**config.mk**
```make
export PLATFORM = sky130hd
export DESIGN_NAME = instruction_fetch_unit
export DESIGN_NICKNAME = d
export VERILOG_FILES = /design/src/rtl/instruction_fetch_unit.sv
export SDC_FILE = /design/constraint.sdc
export NUM_CORES = 1
export LEC_CHECK = 0
export BUFFER_PORTS_ARGS = -buffer_cell sky130_fd_sc_hd__buf_4
export CAP_MARGIN = 5
export CORE_MARGIN = 10
export CORE_UTILIZATION = 50
export CTS_CLUSTER_SIZE = 12
export DETAILED_ROUTE_END_ITERATION = 16
export PLACE_DENSITY_LB_ADDON = 0.25
export RECOVER_POWER = 50
export SYNTH_ARGS = -nofsm -noshare
export SYNTH_HDL_FRONTEND = slang
export SYNTH_SLANG_ARGS = --single-unit
export TNS_END_PERCENT = 30
```
**constraint.sdc**
```tcl
create_clock -name clk -period 4.5 [get_ports clk]
set_input_delay 0.9 -clock clk [delete_from_list [all_inputs] [get_ports clk]]
set_output_delay 0.9 -clock clk [all_outputs]
set_load 0.01 [all_outputs]
```
**src/rtl/instruction_fetch_unit.sv**
```systemverilog
// Fetch stage: owns the program counter, reads the asynchronous program memory,
// and hands each instruction downstream through a one-entry valid/ready register.
module instruction_fetch_unit #(
  parameter logic [7:0] PC_RESET  = 8'd0,
  parameter logic [7:0] LAST_ADDR = 8'd10,
  parameter int         INSTR_W   = 17
) (
  input  logic               clk,
  input  logic               rst_n,
  input  logic               start,
  output logic [7:0]         pm_addr,
  input  logic [INSTR_W-1:0] pm_data,
  input  logic               redirect_valid,
  input  logic [7:0]         redirect_addr,
  input  logic               ir_ready,
  output logic               ir_valid,
  output logic [INSTR_W-1:0] ir_instr,
  output logic [7:0]         ir_pc,
  output logic [4:0]         ir_opcode,
  output logic [2:0]         ir_dr,
  output logic [2:0]         ir_sa,
  output logic [2:0]         ir_sb,
  output logic [2:0]         ir_sh,
  output logic [5:0]         ir_imm,
  output logic               busy,
  output logic               done
);

  typedef enum logic [1:0] {
    S_IDLE  = 2'd0,
    S_RUN   = 2'd1,
    S_DRAIN = 2'd2,
    S_DONE  = 2'd3
  } state_t;

  state_t               r_state;
  state_t               w_state_next;
  logic [7:0]           r_pc;
  logic                 r_ir_valid;
  logic [INSTR_W-1:0]   r_ir_instr;
  logic [7:0]           r_ir_pc;

  logic                 w_redirect;
  logic                 w_restart;
  logic                 w_load;
  logic                 w_at_last;

  // Redirect is dead in IDLE; everywhere else it overrides fetch, consume and start.
  assign w_redirect = redirect_valid && (r_state != S_IDLE);
  assign w_restart  = start && ((r_state == S_IDLE) || (r_state == S_DONE)) && !w_redirect;
  assign w_load     = (r_state == S_RUN) && !w_redirect && (!r_ir_valid || ir_ready);
  assign w_at_last  = (r_pc == LAST_ADDR);

  // NOTE: state and datapath registers use non-blocking assignments so every
  // flop samples pre-edge values regardless of process ordering.
  always_ff @(posedge clk or negedge rst_n) begin
    if (!rst_n) begin
      r_state <= S_IDLE;
    end else begin
      r_state <= w_state_next;
    end
  end

  // NOTE: every combinational output gets a default first so no path infers a latch.
  always_comb begin
    w_state_next = r_state;
    unique case (r_state)
      S_IDLE: begin
        if (start) w_state_next = S_RUN;
      end
      S_RUN: begin
        if (w_redirect)               w_state_next = S_RUN;
        else if (w_load && w_at_last) w_state_next = S_DRAIN;
      end
      S_DRAIN: begin
        if (w_redirect)                    w_state_next = S_RUN;
        else if (!r_ir_valid || ir_ready)  w_state_next = S_DONE;
      end
      S_DONE: begin
        if (w_redirect || start) w_state_next = S_RUN;
      end
      default: w_state_next = S_IDLE;
    endcase
  end

  always_comb begin
    busy = 1'b0;
    done = 1'b0;
    unique case (r_state)
      S_RUN, S_DRAIN: busy = 1'b1;
      S_DONE:         done = 1'b1;
      default: ;
    endcase
  end

  // Program counter: the last-address compare above uses the pre-increment value.
  always_ff @(posedge clk or negedge rst_n) begin
    if (!rst_n) begin
      r_pc <= PC_RESET;
    end else if (w_redirect) begin
      r_pc <= redirect_addr;
    end else if (w_restart) begin
      r_pc <= PC_RESET;
    end else if (w_load) begin
      r_pc <= r_pc + 8'd1;
    end
  end

  always_ff @(posedge clk or negedge rst_n) begin
    if (!rst_n) begin
      r_ir_valid <= 1'b0;
    end else if (w_redirect) begin
      r_ir_valid <= 1'b0;
    end else if (w_load) begin
      r_ir_valid <= 1'b1;
    end else if (ir_ready) begin
      r_ir_valid <= 1'b0;
    end
  end

  always_ff @(posedge clk or negedge rst_n) begin
    if (!rst_n) begin
      r_ir_instr <= '0;
      r_ir_pc    <= 8'd0;
    end else if (w_load) begin
      r_ir_instr <= pm_data;
      r_ir_pc    <= r_pc;
    end
  end

  assign pm_addr   = r_pc;
  assign ir_valid  = r_ir_valid;
  assign ir_instr  = r_ir_instr;
  assign ir_pc     = r_ir_pc;

  // IMM deliberately overlaps SB/SH; decode picks whichever the opcode needs.
  assign ir_opcode = r_ir_instr[16:12];
  assign ir_dr     = r_ir_instr[11:9];
  assign ir_sa     = r_ir_instr[8:6];
  assign ir_sb     = r_ir_instr[5:3];
  assign ir_sh     = r_ir_instr[2:0];
  assign ir_imm    = r_ir_instr[5:0];

endmodule
```
**Yosys cells after proc, flatten, opt, wreduce, memory -nomap -nowiden**

Index checks and enable logic that the tools add are counted.

- Multiplexer cells: 15
- Reductions and logical operators: 17
- Equal/unequal tests: 8
- Add/subtract/negate cells: 1

Operator list:

| kind | count |
|---|---|
| $mux W8 | 3 |
| $mux W2 | 6 |
| $add A8 B1 Y8 const B | 1 |
| $eq A8 B4 Y1 const B | 1 |
| $pmux W2 S4 | 1 |
| $logic_and A1 B1 Y1 | 6 |
| $reduce_bool A3 Y1 | 2 |
| $mux W1 | 5 |
| $eq A2 B2 Y1 const B | 2 |
| $reduce_and A4 Y1 | 1 |
| $logic_or A1 B1 Y1 | 3 |
| $ne A3 B2 Y1 const B | 1 |
| $ne A3 B3 Y1 const B | 1 |
| $eq A2 B1 Y1 const B | 1 |
| $logic_not A1 Y1 | 2 |
| $logic_not A2 Y1 | 1 |
| $ne A2 B1 Y1 const B | 1 |
| $ne A2 B2 Y1 const B | 1 |
| $reduce_bool A2 Y1 | 1 |
| $reduce_or A2 Y1 | 1 |

- Word-level logic and storage cells: 46
- Input bits: 30
- Flip-flop bits (word level): 36

**Depth between registers and ports, before layout**

- Depth in word-level cells: 9
- Mapped depth: 7

**Least setup slack after synthesis**

OpenSTA, ideal clock, no wires.

- Path type: input-to-reg
- Start: input ir_ready
- End: register r_ir_instr[0], in the netlist ir_instr[0]
- Buffers on the path: 2
- Arrival time: 1.755 ns
- Library setup time: 0.125 ns
- Stages: 5
- Path slack: 2.621 ns
- Path through: nand2b_4 > buf_6 > nand3_2 > buf_2 > mux2_2

- Cells in the longest elaborated chain, start to end: 2

Ends and longest elaborated chain:

| element | RTL line | text |
|---|---|---|
| start, declared | 15 | `input logic ir_ready,` |
| $logic_or A1 B1 Y1 | 51 | `assign w_load = (r_state == S_RUN) && !w_redirect && (!r_ir_valid \|\| ir_ready);` |
| $logic_and A1 B1 Y1 | 51 |  |
| end signal, assigned | 126 | `r_ir_instr <= pm_data;` |
| end, declared | 40 | `logic [INSTR_W-1:0] r_ir_instr;` |

Every way passes these cells.
A chain may end at the register's enable or synchronous reset.

==> metrics.md <==
| Metric | Value |
|---|---|
| Run status | `finished, violations left` |
| Failing checks | `capacitance limit, slew limit` |
| Largest net degree at the start of global routing | `37` |
| WP buf/inv | `1` |
| Worst hold stages | `2` |
| Worst Tran Pin Value | `1.92 ns` |
| Initial Util | `51.9%` |
| Antenna cell count | `0` |
| GRT overflow | `0` |
| GPL Wtd Cong | `0.794` |
| Post-route DRC | `0` |
| Min Hold Slack | `0.479 ns` |
| TritonCTS clock tree | `yes` |
| Critical path capture point type | `asynchronous set/reset pin` |
| Reg2reg start | `r_state[0]` |
| RSZ-0062 raised after global routing | `false` |
| Cell Area, Synth | `~1900 um^2` |
| GRT Max-Usage Layer | `met2` |
| Synthesized net count | `~200` |
| Synth area leaders | `dfrtp_1 (47%), mux2_2 (14%), buf_4 (9.0%)` |
| Boundary pin count | `89` |
| Die height | `81.9 um` |
| Yosys warns | `0` |
| Router iterations before antenna repair | `4` |
| Crit path max-delay cell type | `clkbuf_1` |
| Fmax | `roughly 450 MHz` |
| Vias in the first global route | `approximately 1500` |
| Largest area contributor in the synthesized netlist | `dfrtp_1` |
| Final Slew Violations | `37` |
| Total of max-cap violations | `1` |
| Syn Area/Cell | `11.3 um^2` |
| Period utilization | `49.8%` |
| Count leader, synth | `dfrtp_1` |
| Routed len/inst | `16.3 um` |
| Critical path's largest stage delay | `1.35 ns` |
| Die ar. | `6710 um^2` |
| Final-layout fill cell count | `336` |
| Register Area | `901 um^2` |
| Detail Route Antenna Nets | `0` |
| Total power | `1840 uW` |
| Via count | `around 1500` |
| Hold Vio Cnt, Final | `0` |
| Vias per cell | `5.22` |
| Static Leak | `about 0.0011 uW` |
| Die width | `81.9 um` |
| Placed inst area | `~2400 um^2` |
| Synth-to-layout area growth | `25.1%` |
| Share of cells above drive strength 1 | `41.9%` |
| CP Data Arrival Time | `2.27 ns` |
| Drt initial violations | `49` |
| M3 GR Usage | `under 10%` |
| Finished Layout Cells | `284` |
| Min cycle time layout | `between 2 and 2.5 ns` |
| Post-route cell area | `2400 um^2` |
| # setup viols final | `0` |
| CTS root buffer | `clkbuf_8` |
| R2R cell count | `5` |
| Routed wire length | `around 4600 um` |
| Global-route wire length before repair | `just over 7000 um` |
| Clk pin slew, worst setup/hold paths | `0.07 ns` |
| Post-synth cell types | `36` |
| Power per cell area | `767 nW/um^2` |
| Grt met2 use | `around a quarter` |
| Post-synth EDFFs | `0` |
| Crit Path Class | `in -> async` |
| Worst-path cell chain | `clkbuf_1` |
| Multi-input gate area | `776 um^2` |
| Port-buffer cells | `approximately 90` |
| Clock Skews | `0.00565 ns` |
| CTS Buffer Depth | `2` |
| Cell family with most CP delay | `buffers and inverters` |
| Main synth FF type | `dfrtp_1` |
| Mapped Cells | `170` |
| DP Cell Count | `approximately 280` |
| Core area | `approximately 3700 um^2` |
| Worst IR drop on VDD | `416 uV` |
| Initial antenna violation count | `0` |
| Worst flop-to-flop path endpoint | `ir_instr[11]` |
| Seq/Total Area, Yosys | `between 40% and 50%` |
| Crit-path max FO | `36` |
| Headroom to the max-slew limit | `-28.3%` |
| CTS buffer count | `5` |
| Synth async-reset ratio | `100%` |
| Hold path endpoint | `ir_pc[0]` |
| CTS sink cnt | `36` |
| Top-area cell type share of the netlist area | `47.0%` |
| Synthesized flop and latch total | `36` |
| Setup TNS | `0 ns` |
| Total GRT Usage | `13.5%` |
| CTS Hold Bufs | `0` |
| Worst Setup Start Kind | `input port` |
| # nets final | `271` |
| Worst hold start | `ir_pc[0]` |
| Post-CTS Resized | `0` |
| Reg2reg setup slack | `2.35 ns` |
| M1 GR Usage | `14.3%` |
| Worst hold path class | `reg -> reg` |
| Postcts setup bufs | `0` |
| Clock Latency Late Sink | `0.29 ns` |
| Final HPWL DP | `3560 um` |
| Worst Path Required | `4.52 ns` |
| Rows | `22` |
| # H-tree levels | `2` |
| Most instantiated cells after synthesis | `dfrtp_1 (36), buf_4 (23), mux2_2 (23)` |
[cell usage in the layout (no fill, tap or decap), types with 5 or more instances in the layout]
cell      count
buf_4        58
dfrtp_1      36
clkbuf_1     30
mux2_2       23
nand2_1      12
nor2_1        7
o21ai_0       7
a21oi_1       7
ha_1          6
clkbuf_8      6
inv_1         5
nand3_1       5
[routing by layer]
| layer | share of wire, % | vias up |
|---|---|---|
| met5 | 0 | - |
| met4 | 0.91 | 0 |
| met3 | 11 | 6 |
| met2 | 49 | 66 |
| met1 | 39 | 710 |
| li1 | - | 701 |
[area by class of cell]
cell class	count	area share (%)
flip-flops and latches	36	37.6
multi-input cells	99	32.4
repair buffers	88	22.9
clock buffers	6	3.45
well taps	48	2.51
inverters	5	0.783
clock inverters	2	0.418
[sequential cells by signal, summed over array words and instances (netlist names)]
signal    flops
ir_valid      1
ir_pc         8
r_state       2
pm_addr       8
ir_instr     17
[cells by family after synthesis]
logic type,Yosys count,synth area share (%)
buffers and inverters,35,12.5
AND/OR/NAND/NOR,39,11.6
XOR/XNOR,1,0.457
multiplexers,25,14.6
flip-flops,36,47.0
AO/OA/AOI/OAI,28,9.93
adder cells (fa/ha/maj),6,3.92
[worst max-delay path by stage]
stage / startpoint / end / depth (start not counted) / slack (ns)
floorplan: ir_ready / ir_instr[0] / 5 / 2.62
global placement: redirect_valid / ir_instr[16] / 4 / 2.10
detailed placement: redirect_valid / ir_instr[11] / 4 / 2.09
CTS: r_state[0] / busy / 3 / 2.30
global route: rst_n / ir_instr[12] / 1 / 1.93
finish: rst_n / pm_addr[1] / 1 / 2.26
[metrics by stage]
step	worst slack (ns)	util, %
floorplan	2.62	-
global placement	2.10	65.5
detailed placement	2.09	65.5
CTS	2.30	68.0
global route	1.93	65.0
finish	2.26	65.0
[report_power, final]
group / switching (uW) / leakage (uW) / internal [uW] / total, uW
clock: 112 / 0.0000510 / 122 / 234
sequential: 150 / 0.000442 / 480 / 629
combinational: 501 / 0.000633 / 473 / 973
total: 763 / 0.00113 / 1070 / 1840
(Power assumes the default switching activity.)
